[config.mk]
export PLATFORM = sky130hd
export DESIGN_NAME = pc_gen
export DESIGN_NICKNAME = d
export VERILOG_FILES = /design/src/rtl/pc_gen_pkg.sv /design/src/rtl/pc_ras.sv /design/src/rtl/pc_gen.sv
export SDC_FILE = /design/constraint.sdc
export NUM_CORES = 1
export LEC_CHECK = 0
export ABC_CLOCK_PERIOD_IN_PS = 5510
export CAP_MARGIN = 20
export CORE_MARGIN = 5
export CORE_UTILIZATION = 52
export CTS_CLUSTER_DIAMETER = 30
export DETAILED_ROUTE_END_ITERATION = 7
export PLACE_DENSITY = 0.91
export SETUP_SLACK_MARGIN = 0.15
export SLEW_MARGIN = 20
export SYNTH_ARGS = -nofsm -noshare
export SYNTH_HDL_FRONTEND = slang
export SYNTH_HIERARCHICAL = 1
export SYNTH_SLANG_ARGS = --single-unit
[constraint.sdc]
create_clock -name clk -period 5.51 [get_ports clk]
set_input_delay 0.8265 -clock clk [delete_from_list [all_inputs] [get_ports clk]]
set_output_delay 0.8265 -clock clk [all_outputs]
set_load 0.05 [all_outputs]
[src/rtl/pc_gen_pkg.sv]
// rtl/pc_gen_pkg.sv - shared constants and helpers for the fetch PC generator
package pc_gen_pkg;

  localparam logic [1:0] ST_BOOT  = 2'd0;
  localparam logic [1:0] ST_RUN   = 2'd1;
  localparam logic [1:0] ST_FAULT = 2'd2;

  localparam int PC_STEP = 4;

  function automatic logic is_aligned(input logic [1:0] low_bits);
    return low_bits == 2'b00;
  endfunction

endpackage

[src/rtl/pc_ras.sv]
// rtl/pc_ras.sv - circular return-address stack with push/pop/flush
module pc_ras #(
  parameter int XLEN  = 32,
  parameter int DEPTH = 4
) (
  input  logic            clk,
  input  logic            rst,
  input  logic            i_flush,
  input  logic            i_push,
  input  logic            i_pop,
  input  logic [XLEN-1:0] i_data,
  output logic [XLEN-1:0] o_top,
  output logic            o_empty
);

  localparam int PW = $clog2(DEPTH);
  localparam int CW = PW + 1;
  localparam logic [CW-1:0] FULL = CW'(DEPTH);

  logic [XLEN-1:0] r_mem [DEPTH];
  logic [PW-1:0]   r_ptr;
  logic [CW-1:0]   r_count;

  logic          w_do_pop;
  logic          w_replace;
  logic          w_wr_en;
  logic [PW-1:0] w_ptr_inc;
  logic [PW-1:0] w_wr_idx;

  assign w_do_pop  = i_pop && (r_count != '0);
  // Pop and push together rewrite the current top in place; depth is unchanged.
  assign w_replace = i_push && w_do_pop;
  assign w_ptr_inc = r_ptr + 1'b1;
  assign w_wr_en   = !i_flush && i_push;
  assign w_wr_idx  = w_replace ? r_ptr : w_ptr_inc;

  always_ff @(posedge clk or posedge rst) begin
    if (rst) begin
      r_ptr   <= '0;
      r_count <= '0;
    end else if (i_flush) begin
      r_count <= '0;
    end else if (w_replace) begin
      r_count <= r_count;
    end else if (i_push) begin
      r_ptr <= w_ptr_inc;
      if (r_count != FULL) begin
        r_count <= r_count + 1'b1;
      end
    end else if (w_do_pop) begin
      r_ptr   <= r_ptr - 1'b1;
      r_count <= r_count - 1'b1;
    end
  end

  // Storage needs no reset: entries are only read while the count is non-zero.
  always_ff @(posedge clk) begin
    if (w_wr_en) begin
      r_mem[w_wr_idx] <= i_data;
    end
  end

  assign o_top   = r_mem[r_ptr];
  assign o_empty = (r_count == '0);

endmodule

[src/rtl/pc_gen.sv]
// rtl/pc_gen.sv - fetch program-counter generator with trap, redirect and RAS prediction
module pc_gen
  import pc_gen_pkg::*;
#(
  parameter int              XLEN         = 32,
  parameter logic [XLEN-1:0] RESET_VECTOR = 'h8000,
  parameter int              RAS_DEPTH    = 4
) (
  input  logic            clk,
  input  logic            reset,
  output logic [XLEN-1:0] pc,
  output logic            pc_valid,
  input  logic            pc_ready,
  input  logic            trap_valid,
  input  logic [XLEN-1:0] trap_target,
  input  logic            redirect_valid,
  input  logic [XLEN-1:0] redirect_target,
  input  logic            pred_valid,
  input  logic [XLEN-1:0] pred_pc,
  input  logic [XLEN-1:0] pred_target,
  input  logic            pred_call,
  input  logic            pred_ret,
  output logic            fault,
  output logic [XLEN-1:0] fault_addr
);

  localparam logic [XLEN-1:0] STEP       = XLEN'(PC_STEP);
  localparam logic [XLEN-1:0] ALIGN_MASK = ~XLEN'(3);

  logic [1:0]      r_state;
  logic [XLEN-1:0] r_pc;
  logic            r_pc_valid;
  logic            r_fault;
  logic [XLEN-1:0] r_fault_addr;

  logic [1:0]      w_state_nxt;
  logic [XLEN-1:0] w_pc_nxt;
  logic [XLEN-1:0] w_fault_addr_nxt;
  logic            w_flush;
  logic            w_push;
  logic            w_pop;
  logic [XLEN-1:0] w_push_data;
  logic [XLEN-1:0] w_ras_top;
  logic            w_ras_empty;
  logic            w_run;

  assign w_run       = (r_state == ST_RUN);
  assign w_push_data = pred_pc + STEP;

  always_comb begin
    w_state_nxt      = r_state;
    w_pc_nxt         = r_pc;
    w_fault_addr_nxt = r_fault_addr;
    w_flush          = 1'b0;
    w_push           = 1'b0;
    w_pop            = 1'b0;
    if (trap_valid) begin
      w_pc_nxt    = trap_target & ALIGN_MASK;
      w_state_nxt = ST_RUN;
      w_flush     = 1'b1;
    end else if (redirect_valid && (r_state != ST_FAULT)) begin
      if (is_aligned(redirect_target[1:0])) begin
        w_pc_nxt    = redirect_target;
        w_state_nxt = ST_RUN;
      end else begin
        w_state_nxt      = ST_FAULT;
        w_fault_addr_nxt = redirect_target;
      end
    end else if (w_run && pred_valid && pred_ret && !w_ras_empty) begin
      w_pc_nxt = w_ras_top;
      w_pop    = 1'b1;
      w_push   = pred_call;
    end else if (w_run && pred_valid && !pred_ret && is_aligned(pred_target[1:0])) begin
      w_pc_nxt = pred_target;
      w_push   = pred_call;
    end else if (w_run && pc_ready) begin
      w_pc_nxt = r_pc + STEP;
    end else if (r_state == ST_BOOT) begin
      w_state_nxt = ST_RUN;
    end
  end

  always_ff @(posedge clk or posedge reset) begin
    if (reset) begin
      r_state      <= ST_BOOT;
      r_pc         <= RESET_VECTOR;
      r_pc_valid   <= 1'b0;
      r_fault      <= 1'b0;
      r_fault_addr <= '0;
    end else begin
      r_state      <= w_state_nxt;
      r_pc         <= w_pc_nxt;
      r_pc_valid   <= (w_state_nxt == ST_RUN);
      r_fault      <= (w_state_nxt == ST_FAULT);
      r_fault_addr <= w_fault_addr_nxt;
    end
  end

  pc_ras #(
    .XLEN  (XLEN),
    .DEPTH (RAS_DEPTH)
  ) u_ras (
    .clk     (clk),
    .rst     (reset),
    .i_flush (w_flush),
    .i_push  (w_push),
    .i_pop   (w_pop),
    .i_data  (w_push_data),
    .o_top   (w_ras_top),
    .o_empty (w_ras_empty)
  );

  assign pc         = r_pc;
  assign pc_valid   = r_pc_valid;
  assign fault      = r_fault;
  assign fault_addr = r_fault_addr;

endmodule

; Yosys cells after proc, flatten, opt, wreduce, memory -nomap -nowiden
; Memories as Yosys holds them, arrays and structs flattened.
; Cells that the tools add are included.
[totals]
reg_bits = 73
output_inout_bits = 66
ram_bits = 128
wordCells = 82
memories = 1
[op_classes]
eq_ne = 8
add_sub_neg = 6
bitwise_logic = 4
mux = 31
n_reduce_logical = 25
[mem_list]
columns = name, depth, word_bits, read_ports, rd_ports_with_merged_regs, write_ports, line
row1 = u_ras.r_mem, 4, 32, 1, 0, 1, pc_ras.sv:20  ; logic [XLEN-1:0] r_mem [DEPTH];
[op_table]
columns = op, n
row1 = $mux W32, 6
row2 = $add A32 B3 Y32 const B, 2
row3 = $mux W2, 10
row4 = $mux W3, 5
row5 = $logic_and A1 B1 Y1, 10
row6 = $mux W1, 10
row7 = $reduce_and A3 Y1, 3
row8 = $logic_not A2 Y1, 3
row9 = $ne A3 B2 Y1 const B, 2
row10 = $reduce_bool A3 Y1, 2
row11 = $reduce_bool A5 Y1, 1
row12 = $eq A2 B1 Y1 const B, 2
row13 = $not A1 Y1, 4
row14 = $add A3 B1 Y3 const B, 1
row15 = $logic_not A1 Y1, 3
row16 = $logic_not A3 Y1, 1
row17 = $ne A3 B3 Y1 const B, 1
row18 = $sub A3 B1 Y3 const B, 1
row19 = $add A2 B1 Y2 const B, 1
row20 = $eq A2 B2 Y1 const B, 1
row21 = $ne A2 B1 Y1 const B, 1
row22 = $ne A2 B2 Y1 const B, 1
row23 = $reduce_and A2 Y1, 1
row24 = $reduce_bool A2 Y1, 1
row25 = $sub A2 B1 Y2 const B, 1

; Logic depth before layout (Yosys ltp)
; Gate-level depths: netlist of the first run.
[depth]
ltp_word = 12
depth_mapped = 9
ltp_nobuf = 8

; Cells and area by module
; The synthesis of the first run kept the hierarchy.
[modules_own_cells]
columns = mod, n_inst, cells_per_inst, area_per_inst_um2
row1 = pc_ras, 1, 212, 5029.8
row2 = pc_gen, 1, 553, 4762.1

; Worst setup path before layout of the first run
; Ideal clock, no wire load.
[synth_timing]
kind = input to register
start = input pred_valid
end = memory u_ras.r_mem[3][0], enable pin
required_time_ns = 5.042
arrival_time_ns = 4.776
setup_slack_ns = 0.266
stages = 6
setup_time_ns = 0.468
n_path_buf = 0
cell_sequence = nand3b_4 > or3b_2 > nor3_1 > o31ai_4 > xnor2_1 > nor3b_1
[synth_rtl]
columns = element, line
row1 = from (decl), pc_gen.sv:18  ; input logic pred_valid,
row2 = $logic_and A1 B1 Y1 (3 in a row), pc_gen.sv:69  ; end else if (w_run && pred_valid && pred_ret && !w_ras_empty) begin
row3 = $mux W1, pc_gen.sv:69
row4 = $mux W1, pc_gen.sv:61  ; end else if (redirect_valid && (r_state != ST_FAULT)) begin
row5 = $mux W1, pc_gen.sv:57  ; if (trap_valid) begin
row6 = via w_pop, pc_gen.sv:41  ; logic w_pop;
row7 = $logic_and A1 B1 Y1, pc_ras.sv:30  ; assign w_do_pop = i_pop && (r_count != '0);
row8 = $logic_and A1 B1 Y1, pc_ras.sv:32  ; assign w_replace = i_push && w_do_pop;
row9 = $mux W2, pc_ras.sv:35  ; assign w_wr_idx = w_replace ? r_ptr : w_ptr_inc;
row10 = to (decl), pc_ras.sv:20
; The timed path passes the listed nets, and every way through them passes these cells.

; Final worst setup path of the first run
[layout_timing]
start = input pred_valid
end = memory u_ras.r_mem[1][5], enable pin
[layout_via]
elab_chain_cells = 10
[layout_lines]
columns = element, line
row1 = $logic_and A1 B1 Y1 *, "pc_gen.sv:69, pc_gen.sv:73"
row2 = $logic_and A1 B1 Y1 (2 in a row), pc_gen.sv:73  ; end else if (w_run && pred_valid && !pred_ret && is_aligned(pred_target[1:0])) begin
row3 = $mux W1, pc_gen.sv:73
row4 = $mux W1 *, pc_gen.sv:69
row5 = $mux W1 *, pc_gen.sv:61
row6 = $mux W1 *, pc_gen.sv:57
row7 = via w_push, pc_gen.sv:40  ; logic w_push;
row8 = $logic_and A1 B1 Y1, pc_ras.sv:34  ; assign w_wr_en = !i_flush && i_push;
row9 = $mux W1, pc_ras.sv:58  ; if (w_wr_en) begin
row10 = $mux W1 (implied by the code), pc_ras.sv:59  ; r_mem[w_wr_idx] <= i_data;
; Mark *: on every way through the listed nets, which the timed path passes. The rest lies on a longest branch.

==> results of run 1 <==
## cell families (layout without fill, tap and decap cells)
kind of cell / Yosys count / in the layout / share of synthesized area
flip-flops: 201 / 201 / 0.5792
AND/OR/NAND/NOR: 237 / 237 / 0.1257
multiplexers: 64 / 64 / 0.1103
adder cells (fa/ha/maj): 3 / 3 / 0.004600
other: 0 / 1 / 0
XOR/XNOR: 40 / 40 / 0.03578
buffers and inverters: 55 / 295 / 0.02415
AO/OA/AOI/OAI: 165 / 165 / 0.1202
## metrics by stage
stage / setup WS, ns / cell area (µm²) / utilization
final: 1.683 / 13200 / 0.7078
after global routing: 1.616 / 13200 / 0.7078
after CTS: 1.742 / 13190 / 0.7077
after detailed placement: 1.322 / 12070 / 0.6475
after global placement: 1.474 / 12070 / 0.6475
after floorplan: 0.2664 / 9792 / -
## cell usage after synthesis, types with 9 or more instances
| cell | number |
|---|---|
| o211ai_1 | 15 |
| nand2_1 | 65 |
| and4_1 | 11 |
| and2_1 | 9 |
| dfrtp_1 | 72 |
| and3_1 | 24 |
| inv_1 | 10 |
| nand3_1 | 43 |
| mux2_2 | 30 |
| o21ai_0 | 23 |
| xnor2_1 | 30 |
| a21oi_1 | 30 |
| clkbuf_1 | 24 |
| nand4_1 | 14 |
| mux4_2 | 32 |
| nor3_1 | 12 |
| a31oi_1 | 30 |
| buf_2 | 15 |
| xor2_1 | 10 |
| nor2_1 | 38 |
| edfxtp_1 | 128 |
## worst paths after layout
kind                                              startpoint  cells past startpoint                      endpoint
worst max-delay path                              pred_valid                      9   u_ras/r_mem[1][5]$_DFFE_PP_
worst min-delay path               fault_addr[1]$_DFFE_PP0P_                      2     fault_addr[1]$_DFFE_PP0P_
worst max register to register  u_ras/r_count[0]$_DFFE_PP0P_                      8   u_ras/r_mem[1][5]$_DFFE_PP_
worst min register to register     fault_addr[1]$_DFFE_PP0P_                      2     fault_addr[1]$_DFFE_PP0P_
max in group asynchronous                              reset                      3            pc[15]$_DFFE_PP1P_
min in group asynchronous                              reset                      2  u_ras/r_count[0]$_DFFE_PP0P_
## sequential cells by signal, summed over array words and instances (netlist names)
| name | cells |
|---|---|
| u_ras/r_count | 3 |
| fault | 1 |
| r_state | 2 |
| u_ras/r_ptr | 2 |
| pc_valid | 1 |
| fault_addr | 32 |
| u_ras/r_mem | 128 |
| pc | 32 |
## per-layer routing
metal | GRT usage | part of all wire | wire length, µm | vias up
met5 | 0 | 0 | 0 | -
met4 | 0.09273 | 0.032 | 940 | 0
met3 | 0.06663 | 0.089 | 2587 | 74
met2 | 0.4606 | 0.51 | 14800 | 449
met1 | 0.3292 | 0.37 | 10890 | 3911
li1 | - | - | - | 3426
## critical path, delay by kind of cell
kind / cells / cell delay (ns)
buffers and inverters: 3 / 1.13
and+or+nand+nor: 6 / 2.02
## power by group
part	total (mW)	internal (mW)	switching, mW	leakage [nW]
logic	1.00	0.398	0.603	2.17
registers	1.80	1.70	0.100	2.03
clock network	2.03	1.27	0.763	0.549
total	4.83	3.37	1.47	4.75
## cell type report
type | instances | area, µm² | area share
clock buffer | 41 | 919.6 | 0.06969
clock inverter | 23 | 202.7 | 0.01536
antenna | 1 | 2.502 | 0.0001896
inverter | 10 | 37.54 | 0.002845
timing repair buffer | 221 | 2157 | 0.1635
sequential | 201 | 5673 | 0.4299
multi-input combinational | 509 | 3910 | 0.2963
tap | 234 | 292.8 | 0.02219
==> results.cfg, run 1 <==
[status]
status = finished clean

[logic_synthesis]
async_reset_ff_frac = 0.3632
ys_warn_count = 6
synthFlopType = edfxtp_1
yosysSeqAreaShare = 0.5792
syn_area_per_cell_um2 = 12.80
synthesis.instances = 765
synth-seq-cells = 201
ys_types = 71
synth-edff-count = 128
synth_area_mm2 = 0.009792
synth_nets = 904
synth_top_area_cell = edfxtp_1
synth_top_area_share = 0.3925
ys_top_cells_by_area = edfxtp_1, dfrtp_1, mux4_2

[cells_and_area]
drive_above_1_share = 0.1672
final_common_cell = clkdlybuf4s50_1
syn_to_final_growth_pct = 34.76
fin_cells = 1240
mostFrequentLayoutCells = clkdlybuf4s50_1, edfxtp_1, dfrtp_1
final_nets = 1117
fillers = 1181

[route]
wl_per_cell_um = 23.56
drc_errors = 0
routed_wl_mm = 29.21
first_pass_iters = 5
ant_nets = 0
drtIter0Drc = 746
num_vias = 7860
vias_per_cell = 6.339

[cts]
tritoncts = built
clock-sinks = 201
clk_pin_slew_ns = 0.05
cts-root-buf = clkbuf_16
clockBufferDepth = 3
clk_latency_ns = 0.51
postCtsResizedCells = 0
cts_made_buffers = 35
holdBufCountCts = 0
cts-htree-levels = 2
post-cts-setup-buffers = 0

[timing]
finalHoldWorstSlack_ns = 0.4796
final-setup-viol-count = 0
fmax_ghz = 0.2613
maxSlewViolCount = 0
clock_skew_ns = 0.02802
period_share = 0.6946
layout_min_cycle_time_ns = 3.827
slew_headroom = 0.3164
rsz0062_at_grt = no
tightestPinTransition_ns = 1.025
hold_viol = 0
tns_ns = 0

[power_and_ir_drop]
power_density_mw_per_mm2 = 366.3
power.leakage_nw = 4.747
peakVddDrop_v = 0.0001888
p_total_mw = 4.833

[placed_design]
dp_hpwl_mm = 19.93
io_buffers = 199
dp_cells = 1175
gp_congestion = 0.9334

[floorplanning]
core_area_mm2 = 0.01864
floorplan.initialDensity = 0.5252
row_count = 50
ios = 202
die_h_um = 147.2
die_x_um = 147.2
die_area_mm2 = 0.02168

[critical_path]
crit_chain = clkdlybuf4s50_1 -> nand3b_4 -> nor3b_2 -> nor2_2 -> buf_4 -> nor2_1 -> nand2b_1 -> nor3_2 -> buf_4
slowest_delay_ns = 0.59
cp.arrival_ns = 4.01
worstSetupPathType = input port to flip-flop
cpMaxStageDelayCell = nor2_1
r2r_setup_slack_ns = 1.93
critPathLaunchType = input port
required_ns = 5.69
critPathCaptureType = flip-flop
cpMostUsedCell = buf_4
crit_fanout = 28

[global_routing]
grt_max_degree = 41
grt.total_usage = 0.2669
grt_pass1_vias = 7935
grt_pass1_wl_mm = 45.22
antenna_found_initial = 1
overflow = 0

[run]
maxCapViolCount = 0

[worst_hold_path]
hp-class = flip-flop to flip-flop
Power figures use the tool's default switching activity.
==> inputs of run 2 (changes only) <==
--- a/config.mk
+++ b/config.mk
@@ -5,7 +5,7 @@
 export SDC_FILE = /design/constraint.sdc
 export NUM_CORES = 1
 export LEC_CHECK = 0
-export ABC_CLOCK_PERIOD_IN_PS = 5510
+export ABC_CLOCK_PERIOD_IN_PS = 3600
 export CAP_MARGIN = 20
 export CORE_MARGIN = 5
 export CORE_UTILIZATION = 52
==> constraint.sdc (replaced) <==
create_clock -name clk -period 3.6 [get_ports clk]
set_input_delay 0.54 -clock clk [delete_from_list [all_inputs] [get_ports clk]]
set_output_delay 0.54 -clock clk [all_outputs]
set_load 0.05 [all_outputs]
==> run 2 against run 1 <==
Compared with the run above: sequential power grew 53%; final cell count grew 0.56%; global-route usage is essentially flat; utilization grew 1.5 points; die area is the same; largest power group unchanged; non-clock buffer count grew 4; via count grew 0.61%; register-to-register slack lost 1.4 ns; combinational power grew 54%; count of clock-buffer cells in the layout grew 4; clock power grew 74%; critical path depth shrank 2.
==> results.cfg, run 2 (same netlist as run 1, synthesis figures left out) <==
[global_routing]
grt_pass1_wl_mm = 45.44
antenna_found_initial = 0
use_met1 = 0.3343
top_usage_layer = met2
grt.total_usage = 0.2672
grt_pass1_vias = 8088
grt_max_degree = 40
overflow = 0
use_met3 = 0.06076
grtUsageMet2 = 0.4546

[power_and_ir_drop]
peakVddDrop_v = 0.0002917
power_switching_mw = 2.277
clock_power_share = 0.452
seqPwrFrac = 0.352
power.leakage_nw = 4.866
pwr-share-comb = 0.196
swShare = 0.2905
power_density_mw_per_mm2 = 581.9
p_int_mw = 5.562
p_total_mw = 7.839

[timing]
hold_viol = 0
period_share = 0.8561
final-setup-viol-count = 0
slew_headroom = 0.3505
layout_min_cycle_time_ns = 3.082
rsz0062_at_grt = no
tns_ns = 0
tightestPinTransition_ns = 0.9668
fin_ws_ns = 0.5181
clock_skew_ns = 0.01901
maxSlewViolCount = 0
fmax_ghz = 0.3245

[cells_and_area]
ff_latch_area_mm2 = 0.005673
multi_input_area_mm2 = 0.003945
mostFrequentLayoutCells = clkdlybuf4s50_1, edfxtp_1, dfrtp_1
drive_above_1_share = 0.1767
final_nets = 1124
diodes = 0
largest_register_ffs = 128
syn_to_final_growth_pct = 37.57
final_common_cell = clkdlybuf4s50_1
regMostFlops = u_ras/r_mem
final_util = 0.7226
fillers = 1172
finalInstanceArea_mm2 = 0.01347

[cts]
cts_made_buffers = 38
clockBufferDepth = 3
cts-htree-levels = 2
holdBufCountCts = 0
tritoncts = built
cts-root-buf = clkbuf_16
clk_pin_slew_ns = 0.05
postCtsResizedCells = 0
clock-sinks = 201
post-cts-setup-buffers = 0
clk_latency_ns = 0.51

[route]
drc_errors = 0
first_pass_iters = 5
routed_wl_mm = 29.35
wl_per_cell_um = 23.54
drtIter0Drc = 711
vias_per_cell = 6.342
num_vias = 7908
ant_nets = 0

[floorplanning]
row_count = 50
ios = 202
die_h_um = 147.2
floorplan.initialDensity = 0.5252
core_area_mm2 = 0.01864
die_x_um = 147.2
die_area_mm2 = 0.02168

[placed_design]
dp_hpwl_mm = 20.25
io_buffers = 199
post-place-ws_ns = 0.1769
place_area_mm2 = 0.01217
gp_congestion = 0.9569

[critical_path]
cp.arrival_ns = 3.27
worstSetupPathType = flip-flop to flip-flop
r2r_setup_slack_ns = 0.52
critPathLaunchType = flip-flop
crit_fanout = 30
required_ns = 3.79
regToRegEndpoint = u_ras/r_mem[0][10]$_DFFE_PP_
ff2ff_path_depth = 7
critPathCaptureType = flip-flop
r2r_start = u_ras/r_count[0]$_DFFE_PP0P_

[status]
status = finished clean

[run]
maxCapViolCount = 0

[worst_hold_path]
hp-class = input port to async pin
[run 2: area by class of cell]
class                   count  share of cell area
well taps                 234             0.02174
clock inverters            23             0.02006
multi-input cells         509              0.2929
repair buffers            225              0.1651
inverters                  10            0.002787
flip-flops and latches    201              0.4211
clock buffers              45             0.07626
[run 2: stage by stage]
stage          hold WS (ns)  instances
2_1_floorplan        0.3185        765
3_3_place_gp         0.4625       1179
3_5_place_dp         0.4742       1179
4_1_cts              0.2797       1247
5_1_grt              0.3170       1247
6_report             0.2942       1247
[run 2: how the worst max path moves through the flow]
stage               slack (ns)                    startpoint                      endpoint
floorplan                 0.13                    pred_valid   u_ras/r_mem[3][0]$_DFFE_PP_
global placement          0.28                    pred_valid   u_ras/r_mem[2][4]$_DFFE_PP_
detailed placement        0.18                    pred_valid   u_ras/r_mem[0][6]$_DFFE_PP_
CTS                       0.60  u_ras/r_count[0]$_DFFE_PP0P_  u_ras/r_mem[0][10]$_DFFE_PP_
global route              0.48  u_ras/r_count[0]$_DFFE_PP0P_  u_ras/r_mem[0][10]$_DFFE_PP_
finish                    0.52  u_ras/r_count[0]$_DFFE_PP0P_  u_ras/r_mem[0][10]$_DFFE_PP_
[run 2: power groups by stage]
stage / Sequential, mW / Clock, mW / Combinational, mW
6_report: 2.76 / 3.54 / 1.54
5_1_grt: 2.78 / 3.71 / 1.61
3_5_place_dp: 2.79 / 0 / 1.52
4_1_cts: 2.75 / 3.58 / 1.54
2_1_floorplan: 3.23 / 0 / 0.465
3_3_place_gp: 2.78 / 0 / 1.49
[run 2: critical path: stages (launching register included)]
cell and delay, ns:
dfrtp_1 0.50, nor3_1 0.15, or3b_2 0.51, nor3_1 0.40
o31ai_4 0.24, or3_1 0.43, a21oi_4 0.25, buf_12 0.25
[run 2: routing by layer]
| layer | vias to the layer above | part of all wire |
|---|---|---|
| li1 | 3448 | - |
| met1 | 3882 | 0.37 |
| met2 | 475 | 0.50 |
| met3 | 103 | 0.089 |
| met4 | 0 | 0.041 |
| met5 | - | 0 |
==> inputs of run 3 (changes only) <==
--- a/config.mk
+++ b/config.mk
@@ -7,7 +7,6 @@
 export LEC_CHECK = 0
 export ABC_CLOCK_PERIOD_IN_PS = 3600
 export CAP_MARGIN = 20
-export CORE_MARGIN = 5
 export CORE_UTILIZATION = 52
 export CTS_CLUSTER_DIAMETER = 30
 export DETAILED_ROUTE_END_ITERATION = 7
==> run 3 against run 2 <==
Compared with the run above: the run now ends with DRC left; worst hold slack gained 0.021 ns; worst setup slack gained 0.13 ns; final cell count decreased by 0.64%; clock skew grew 0.0028 ns; via count up 0.25%; total power shrank 1.3%; first-iteration DRC count rose by 25%; fmax rose by 4.5%; critical path type is now input port to flip-flop; largest cell class unchanged; highest routed layer unchanged.
==> results.cfg, run 3 (same netlist as run 1, synthesis figures left out) <==
[status]
status = complete, but fails checks
failed_checks = DRC

[global_routing]
antenna_found_initial = 1
grt_pass1_wl_mm = 44.20
grt.total_usage = 0.2995
overflow = 0
grt_pass1_vias = 7956
grt_max_degree = 39

[cells_and_area]
fillers = 1122
syn_to_final_growth_pct = 37.07
fin_cells = 1239
final_common_cell = clkdlybuf4s50_1
drive_above_1_share = 0.1715
regMostFlops = u_ras/r_mem
mostFrequentLayoutCells = clkdlybuf4s50_1, edfxtp_1, dfrtp_1
final_nets = 1120
largest_register_ffs = 128
final_util = 0.7371

[critical_path]
crit_chain = clkdlybuf4s50_1 -> nand3b_4 -> or3b_2 -> nor3_1 -> o31ai_4 -> or3_1 -> a21oi_4 -> buf_12
crit_start = pred_valid
slowest_delay_ns = 0.51
crit_fanout = 30
required_ns = 3.80
cpMaxStageDelayCell = clkdlybuf4s50_1
worstSetupPathType = input port to flip-flop
critPathLaunchType = input port
r2r_start = u_ras/r_count[0]$_DFFE_PP0P_
critPathCaptureType = flip-flop
cp.arrival_ns = 3.15

[cts]
holdBufCountCts = 0
clk_latency_ns = 0.51
clock-sinks = 201
cts-root-buf = clkbuf_16
cts-htree-levels = 2
clockBufferDepth = 3
clk_pin_slew_ns = 0.05
postCtsResizedCells = 0
cts_made_buffers = 37
post-cts-setup-buffers = 0
tritoncts = built

[route]
ant_nets = 0
routed_wl_mm = 28.88
vias_per_cell = 6.399
drc_errors = 23
first_pass_iters = 8
num_vias = 7928
drtIter0Drc = 891
wl_per_cell_um = 23.31

[floorplanning]
core_area_mm2 = 0.01821
row_count = 49
ios = 202
die_area_mm2 = 0.01938
floorplan.initialDensity = 0.5378
die_h_um = 139.2
die_x_um = 139.2

[placed_design]
dp_cells = 1171
gp_congestion = 0.9165
dp_hpwl_mm = 19.33
io_buffers = 199

[power_and_ir_drop]
peakVddDrop_v = 0.0003184
power.leakage_nw = 4.825
power_density_mw_per_mm2 = 576.5

[timing]
maxSlewViolCount = 0
clock_skew_ns = 0.02183
tightestPinTransition_ns = 1.108
hold_viol = 0
tns_ns = 0
rsz0062_at_grt = no
final-setup-viol-count = 0
slew_headroom = 0.2576
period_share = 0.8191
layout_min_cycle_time_ns = 2.949
fmax_ghz = 0.3391

[run]
maxCapViolCount = 0

[worst_hold_path]
hp-class = input port to async pin
## run 3: cell type report
cell class	count	area [µm²]	area share
flip-flops and latches	201	5673	0.4227
multi-input cells	509	3938	0.2934
repair buffers	222	2227	0.1659
clock buffers	46	1032	0.07691
well taps	229	286.5	0.02135
clock inverters	21	225.2	0.01678
inverters	10	37.54	0.002797
diodes	1	2.502	0.0001864
## run 3: final timing paths
kind,cells past startpoint,to,slack (ns)
max,8,u_ras/r_mem[0][9]$_DFFE_PP_,0.65
min,2,u_ras/r_count[0]$_DFFE_PP0P_,0.31
max reg2reg,7,u_ras/r_mem[0][9]$_DFFE_PP_,0.66
min reg2reg,2,fault_addr[0]$_DFFE_PP0P_,0.48
max in group asynchronous,3,pc[23]$_DFFE_PP0P_,2.37
min in group clk,2,fault_addr[0]$_DFFE_PP0P_,0.48
## run 3: power breakdown
group / internal, mW / switching, mW / total (mW) / leakage (nW)
clock: 2.26 / 1.17 / 3.43 / 0.607
sequential: 2.61 / 0.159 / 2.77 / 2.03
combinational: 0.612 / 0.929 / 1.54 / 2.19
## run 3: per-stage QoR
stage | area (µm²) | worst slack (ns) | hold WS (ns) | power, mW
final | 13420 | 0.6511 | 0.3149 | 7.738
after global routing | 13420 | 0.4920 | 0.3360 | 7.951
after global placement | 12160 | 0.2653 | 0.4632 | 4.272
after floorplan | 9837 | 0.1338 | 0.3185 | 3.700
after detailed placement | 12160 | 0.1544 | 0.4758 | 4.312
after CTS | 13420 | 0.6416 | 0.3000 | 7.757
## run 3: worst max-delay path: cells and delay by family
kind	cells	cell delay [ns]
buf+inv	2	0.76
simple gates	4	1.35
compound gates	2	0.47
## run 3: per-layer routing
| metal | vias to the layer above | global-route usage | wire [µm] |
|---|---|---|---|
| met2 | 501 | 0.5030 | 14130 |
| met1 | 3865 | 0.3564 | 10420 |
| met5 | - | 0 | 0 |
| met4 | 0 | 0.1749 | 1660 |
| met3 | 118 | 0.06573 | 2663 |
| li1 | 3444 | - | - |
